`src/rtl/mux41_pkg.sv`:
```
// Shared types and constants for the 4:1 mux scan sequencer.
// Channel index i (0=a .. 3=d) maps to the mux select through the
// fixed board wiring: sel = ~i.
package mux41_pkg;

   typedef enum logic [1:0] {
      IDLE = 2'd0,
      SCAN = 2'd1,
      DONE = 2'd2
   } state_t;

   localparam logic [1:0] SEL_A = 2'b11;
   localparam logic [1:0] SEL_B = 2'b10;
   localparam logic [1:0] SEL_C = 2'b01;
   localparam logic [1:0] SEL_D = 2'b00;

   // Dwell counter width; covers DWELL up to 255.
   localparam int CNT_W = 8;

   // Translate a channel index into the select code the mux expects.
   function automatic logic [1:0] idx_to_sel(input logic [1:0] idx);
      logic [1:0] s;
      case (idx)
         2'd0:    s = SEL_A;
         2'd1:    s = SEL_B;
         2'd2:    s = SEL_C;
         default: s = SEL_D;
      endcase
      return s;
   endfunction

endpackage

```
`src/rtl/mux41_next_ch.sv`:
```
// Combinational priority finder: returns the lowest enabled channel
// strictly above idx, or the lowest enabled channel overall when first=1.
module mux41_next_ch
   import mux41_pkg::*;
(
   input  logic [3:0] mask,
   input  logic [1:0] idx,
   input  logic       first,
   output logic       found,
   output logic [1:0] next_idx
);

   logic [3:0] cand;

   genvar gi;
   generate
      for (gi = 0; gi < 4; gi++) begin : g_cand
         assign cand[gi] = mask[gi] & (first | (2'(gi) > idx));
      end
   endgenerate

   // Pick the lowest-numbered candidate channel.
   always_comb begin
      found    = |cand;
      next_idx = 2'd0;
      for (int i = 3; i >= 0; i--) begin
         if (cand[i]) next_idx = 2'(i);
      end
   end

endmodule

```
`src/rtl/mux41_scan_ctrl.sv`:
```
// Scan sequencer in front of a 4:1 mux: steps sel through the enabled
// channels, samples mux_out once per channel after a settle delay and
// publishes the four captured bits with a one-cycle done pulse.
module mux41_scan_ctrl
   import mux41_pkg::*;
#(
   parameter int DWELL  = 4,
   parameter int SETTLE = 1
)
(
   input  logic       clk,
   input  logic       rst,
   input  logic       start,
   input  logic [3:0] ch_mask,
   input  logic       mux_out,
   output logic [1:0] sel,
   output logic       busy,
   output logic       done,
   output logic [3:0] sample,
   output logic       sample_err
);

   localparam logic [CNT_W-1:0] CNT_SETTLE = CNT_W'(SETTLE);
   localparam logic [CNT_W-1:0] CNT_LAST   = CNT_W'(DWELL - 1);

   state_t           state;
   logic [1:0]       idx_reg;
   logic [CNT_W-1:0] cnt_reg;
   logic [3:0]       mask_reg;
   logic [3:0]       shadow_reg;
   logic [3:0]       shadow_next;

   logic             first_found;
   logic [1:0]       first_idx;
   logic             adv_found;
   logic [1:0]       adv_idx;

   // First channel of a new scan, taken from the live mask at start.
   mux41_next_ch u_first (
      .mask     (ch_mask),
      .idx      (2'd0),
      .first    (1'b1),
      .found    (first_found),
      .next_idx (first_idx)
   );

   // Next channel during a scan, taken from the latched mask.
   mux41_next_ch u_adv (
      .mask     (mask_reg),
      .idx      (idx_reg),
      .first    (1'b0),
      .found    (adv_found),
      .next_idx (adv_idx)
   );

   // Shadow with this cycle's capture folded in, so a capture on the
   // last dwell cycle still reaches sample.
   always_comb begin
      shadow_next = shadow_reg;
      if (cnt_reg == CNT_SETTLE) shadow_next[idx_reg] = mux_out;
   end

   // Scan FSM, dwell counter and all registered outputs.
   always_ff @(posedge clk) begin
      if (rst) begin
         state      <= IDLE;
         idx_reg    <= 2'd0;
         cnt_reg    <= '0;
         mask_reg   <= 4'h0;
         shadow_reg <= 4'h0;
         sel        <= SEL_D;
         busy       <= 1'b0;
         done       <= 1'b0;
         sample     <= 4'h0;
         sample_err <= 1'b0;
      end else begin
         done <= 1'b0;
         case (state)
            IDLE, DONE: begin
               state <= IDLE;
               sel   <= SEL_D;
               busy  <= 1'b0;
               if (start) begin
                  mask_reg   <= ch_mask;
                  shadow_reg <= 4'h0;
                  sample_err <= 1'b0;
                  cnt_reg    <= '0;
                  if (first_found) begin
                     idx_reg <= first_idx;
                     sel     <= idx_to_sel(first_idx);
                     busy    <= 1'b1;
                     state   <= SCAN;
                  end else begin
                     // Empty mask: report an all-zero result immediately.
                     state  <= DONE;
                     done   <= 1'b1;
                     sample <= 4'h0;
                  end
               end
            end

            SCAN: begin
               if (start) sample_err <= 1'b1;
               shadow_reg <= shadow_next;
               if (cnt_reg == CNT_LAST) begin
                  cnt_reg <= '0;
                  if (adv_found) begin
                     idx_reg <= adv_idx;
                     sel     <= idx_to_sel(adv_idx);
                  end else begin
                     state   <= DONE;
                     busy    <= 1'b0;
                     done    <= 1'b1;
                     sample  <= shadow_next;
                     sel     <= SEL_D;
                     idx_reg <= 2'd0;
                  end
               end else begin
                  cnt_reg <= cnt_reg + 1'b1;
               end
            end

            default: begin
               state <= IDLE;
               sel   <= SEL_D;
               busy  <= 1'b0;
            end
         endcase
      end
   end

endmodule
```
`config.mk`:
```
export PLATFORM = sky130hd
export DESIGN_NAME = mux41_scan_ctrl
export DESIGN_NICKNAME = d
export VERILOG_FILES = /design/src/rtl/mux41_pkg.sv /design/src/rtl/mux41_next_ch.sv /design/src/rtl/mux41_scan_ctrl.sv
export SDC_FILE = /design/constraint.sdc
export NUM_CORES = 1
export LEC_CHECK = 0
export BUFFER_PORTS_ARGS = -buffer_cell sky130_fd_sc_hd__buf_4
export CORE_ASPECT_RATIO = 0.9
export CORE_MARGIN = 2
export CORE_UTILIZATION = 55
export DETAILED_ROUTE_END_ITERATION = 8
export MAX_ROUTING_LAYER = met4
export PLACE_DENSITY = 0.76
export RECOVER_POWER = 25
export SYNTH_ARGS = -nofsm -noshare
export SYNTH_HDL_FRONTEND = slang
export SYNTH_HIERARCHICAL = 1
export SYNTH_SLANG_ARGS = --single-unit
```
`constraint.sdc`:
```
create_clock -name clk -period 3.75 [get_ports clk]
set_input_delay 0.1875 -clock clk [delete_from_list [all_inputs] [get_ports clk]]
set_output_delay 0.1875 -clock clk [all_outputs]
set_load 0.1 [all_outputs]
```
Word-level counts from Yosys, hierarchy flattened
Index checks and enable logic that the tools add are counted.
Widths: inputs -> output; s select.

cells by class
  add/subtract/negate cells = 1
  multipliers = 0
  div/mod/pow operators = 0
  order comparisons = 6
  eq/ne operators = 14
  shift operators = 0
  mux-type cells = 52
  bitwise gates (word level) = 4
  reduce and logical (&&, ||, !) cells = 14

operator list
  operator             count
  $mux 2               20
  $mux 4               6
  $mux 8               2
  $pmux 4 s2           2
  $pmux 8 s2           1
  $ne 2x2->1 const B   6
  $pmux 2 s2           3
  $pmux 2 s3           2
  $mux 1               11
  $add 8x1->8 const B  1
  $eq 8x1->1 const B   1
  $eq 8x2->1 const B   1
  $reduce_or 4->1      2
  $eq 2x1->1 const B   3
  $eq 2x2->1 const B   3
  $logic_not 2->1      3
  $pmux 1 s2           3
  $reduce_and 2->1     3
  $reduce_and 5->1     1
  $and 1x1->1          4
  $bwmux 4             1
  $gt 1x2->1 const A   2
  $gt 2x2->1 const A   2
  $reduce_and 4->1     1
  7 further kinds      7

word-level totals
  register bits after elaboration = 29
  latch bits = 0
  memory bits (writable) = 0
  ROM bits = 0
  word-level logic and storage cells = 101
  memories = 0

Longest topological paths before layout
  word-level depth = 11
  depth in mapped cells = 7
  depth with buffers taken out = 7

Modules after synthesis
The synthesis kept the hierarchy.

by module, submodules not included
  module           times used  cells an instance  area an instance (sq um)  seq. area each (sq um)
  mux41_scan_ctrl  1           156                1,420.1                   580.6
  mux41_next_ch    2           15                 91.3                      0.0

Worst setup path after synthesis
No wires, ideal clock.

  kind = register -> register
  from = register idx_reg[1]
  to = register sample[0]
  setup time = 118 ps
  arrival = 1,537 ps
  data required time = 3,632 ps
  slack = 2,096 ps
  cell stages (with the launch flop) = 8
  buffers on the path = 0
  clock period less this slack = 1,654 ps
  cell sequence = dfxtp_1 -> inv_2 -> o32ai_1 -> o21ai_0 -> inv_1 -> a41oi_1 -> nor2b_1 -> a22o_1

on the way
  elaborated cells on any way between the ends = 21

RTL lines
  what                                             RTL line                text
  from (decl)                                      mux41_scan_ctrl.sv:27   logic [1:0] idx_reg;
  from (signal assigned)                           mux41_scan_ctrl.sv:89   idx_reg <= first_idx;
  from (signal assigned)                           mux41_scan_ctrl.sv:108  idx_reg <= adv_idx;
  $gt 1x2->1 / $gt 2x2->1 (equally long branches)  mux41_next_ch.sv:18     assign cand[gi] = mask[gi] & (first | (2'(gi) > idx));
  $and 1x1->1                                      mux41_next_ch.sv:18
  $reduce_or 4->1 *                                mux41_next_ch.sv:24     found = |cand;
  net adv_found                                    mux41_scan_ctrl.sv:35   logic adv_found;
  $ne 2x2->1 (no source line) *                    n/a
  $reduce_and 5->1 (no source line) *              n/a
  to (signal assigned)                             mux41_scan_ctrl.sv:114  sample <= shadow_next;
  to (decl)                                        mux41_scan_ctrl.sv:19   output logic [3:0] sample,

Mark *: on every way through the listed nets, which the timed path passes. The rest lies on a longest branch. The select of a mux whose other input is x is not followed.
A chain may end at the register's enable or synchronous reset.

Worst setup path in the final report
  from = register idx_reg[0]
  to = register sample[3]

The elaborated chain is that of the path after synthesis.

==> results_dict.tcl <==
set metrics [dict create \
    reg2reg_depth 7 \
    final_nets 229 \
    r2r_end "sample[3]$_SDFFE_PP0P_" \
    power_frac_clock_pct 28.3 \
    fmax_mhz 468 \
    ys.flop_type "dfxtp_1" \
    pin_count 17 \
    syn_inst 186 \
    swShare_pct 33.8 \
    cts_sinks 29 \
    finalNonFillerCells 259 \
    ant_nets 0 \
    drv_slew 0 \
    seqPwrFrac_pct 49.0 \
    pwr-share-comb_pct 22.7 \
    die_h_um 55.2 \
    antenna_cells 0 \
    totalWireLength_um 3810 \
    core_area_um2 2770 \
    drc 0 \
    place.gp.congestion 0.971 \
    hold_viol 0 \
    num_rows 18 \
    hpwl_um 2740 \
    drtIter0Drc 94 \
    required_ns 4.04 \
    synth-simple-area-share_pct 28.3 \
    ctsLongestPathBuffers 2 \
    ys_seq_area_share_pct 36.2 \
    synth-adder-area-share_pct 1.56 \
    final_common_cell "dfxtp_1" \
    fp.dieW_um 60.9 \
    post_cts_buffers 0 \
    start_util_pct 57.9 \
    ys_async_sr_fraction_pct 0 \
    fin_crit_sh_pct 57.0 \
    synth_compound_gate_area_share_pct 23.8 \
    arrival_ns 2.42 \
    synthToLayoutAreaGrowth_pct 14.1 \
    grt_use_total_pct 26.0 \
    cp.depth 7 \
    final_area_um2 1830 \
    powerDensity_nw_per_um2 379 \
    synth_top_family_by_area "simple AND/OR/NAND/NOR gates" \
    r2r_setup_slack_ns 1.61 \
    synth_area_um2 1600 \
    critPathMaxStageDelay_ns 0.50 \
    routedWlPerCell_um 14.7 \
    crit_slowest_cell "dfxtp_1" \
    place_area_um2 1810 \
    p_int_w 0.000459 \
    grt_pass1_wl_um 6350 \
    synth_xor_xnor_area_share_pct 0 \
    endpoint "sample[3]$_SDFFE_PP0P_" \
    rr_startpoint "idx_reg[0]$_SDFFE_PP0P_" \
    synth_cell_type_count 45 \
    cp_top_family "compound AO/OA/AOI/OAI gates" \
    drtPass1Iterations 4 \
    cts_resized 0 \
    worst-path-buf-inv 1 \
    peakVddDrop_uv 261 \
    end_kind "flop" \
    fillCellCount 259 \
    rsz0062_at_grt "false" \
    relSlewSlack_pct 22.0 \
    path_max_fanout 7 \
    root_buffer "clkbuf_4" \
    yosys-mux-area-fraction_pct 6.25 \
    p_total_w 0.000694 \
    setup_violations 0 \
    synth_edf_count 0 \
    critPathLaunch "idx_reg[0]$_SDFFE_PP0P_" \
    grt_pass1_vias 1369 \
    fin_skew_ns 0.0110 \
    synth.avg_cell_area_um2 8.62 \
    p_leak_nw 0.753 \
    worst-slew-pin-transition_ns 1.18 \
    dp_cells 252 \
    synth_seq_cells 29 \
    vias_per_cell 5.69 \
    layout_common_cells "dfxtp_1, nor2_1, conb_1, nand2_1" \
    antenna_found_initial 0 \
    synth_area_leaders "dfxtp_1, mux2i_1, nor2_1" \
    fp.dieArea_um2 3360 \
    vias 1473 \
    cts_tree "built" \
    worstPathCellList "nor2b_1, o32ai_1, o21ai_0, inv_1, a41oi_1, a211oi_2, a22o_1" \
    ctsHoldBuffers 0 \
    critPathLaunchType "flop" \
    synth_top_area_cell "dfxtp_1" \
    clk_latency_ns 0.35 \
    grt_max_degree 31 \
    io_buffers 16 \
    fin_tns_setup_ns 0 \
    grt_overflow 0 \
    criticalPathCategory "flop to flop" \
    fin_crit_ns 2.14 \
    synth_top_area_share_pct 36.2 \
    drv_cap 0 \
    cts_inserted_buffers 5 \
    min_path_type "input port to flop" \
    htreeDepth 2 \
    cts.clk_slew.worst_paths_ns 0.09 \
    status "complete, no violations" \
    switching_power_w 0.000235 \
    ys_warn_count 6 \
    drive_gt1_share_pct 12.3 \
    largest_reg_flops 8 \
]
[power by group through the flow]
stage               clock network (W)  logic [W]  registers [W]
finish                       0.000196   0.000158       0.000340
global route                 0.000215   0.000172       0.000343
CTS                          0.000198   0.000161       0.000340
detailed placement                  0   0.000159       0.000347
global placement                    0   0.000155       0.000346
floorplan                           0  0.0000865       0.000381
[worst min path at each step]
stage	start	endpoint	slack [ns]	cells past startpoint
floorplan	ch_mask[0]	mask_reg[0]$_SDFFE_PP0P_	0.33	2
global placement	ch_mask[0]	mask_reg[0]$_SDFFE_PP0P_	0.44	3
detailed placement	ch_mask[0]	mask_reg[0]$_SDFFE_PP0P_	0.46	3
CTS	ch_mask[0]	mask_reg[0]$_SDFFE_PP0P_	0.12	3
global route	ch_mask[0]	mask_reg[0]$_SDFFE_PP0P_	0.11	3
finish	ch_mask[2]	mask_reg[2]$_SDFFE_PP0P_	0.11	3
[layout make-up]
class	count	area, um^2	share of cell area [%]
timing repair buffer	16	86.3	4.72
clock buffer	7	55.1	3.01
sequential	29	581	31.7
inverter	9	33.8	1.85
multi-input combinational	158	1020	56.0
tap	40	50.0	2.74
[synth_stat cells (all sizes together), types with 4 or more instances]
| cell type | number |
|---|---|
| a211oi | 6 |
| a21oi | 7 |
| a22o | 4 |
| and2 | 4 |
| and3 | 4 |
| dfxtp | 29 |
| inv | 9 |
| mux2i | 10 |
| nand2 | 11 |
| nand3 | 4 |
| nor2 | 20 |
| nor2b | 8 |
| nor3 | 7 |
| o21ai | 8 |
| o21ba | 6 |
[through the flow]
stage	setup slack [ns]	utilization, %	hold WS [ns]
6_report	1.61	66.0	0.112
3_5_place_dp	1.68	65.3	0.464
3_3_place_gp	1.79	65.3	0.442
2_1_floorplan	2.10	-	0.335
5_1_grt	1.44	66.0	0.108
4_1_cts	1.65	67.3	0.116
[tightest hold or removal path, cell delays in order]
cell,delay [ns]
buf_4,0.09
mux2i_1,0.06
nor2_1,0.08
[logic make-up after synthesis]
kind of cell,after synthesis
flops,29
compound gates,50
fa+ha+maj,2
buf+inv,14
other cells,2
mux,10
simple gates,79
[layer usage]
| layer | track usage, % | share of wire [%] | up-vias |
|---|---|---|---|
| met5 | - | 0 | - |
| met4 | 13.7 | 2.8 | 0 |
| met3 | 6.79 | 6.6 | 12 |
| met2 | 34.3 | 44 | 60 |
| met1 | 36.0 | 47 | 677 |
| li1 | - | - | 724 |
(Power assumes the default switching activity.)
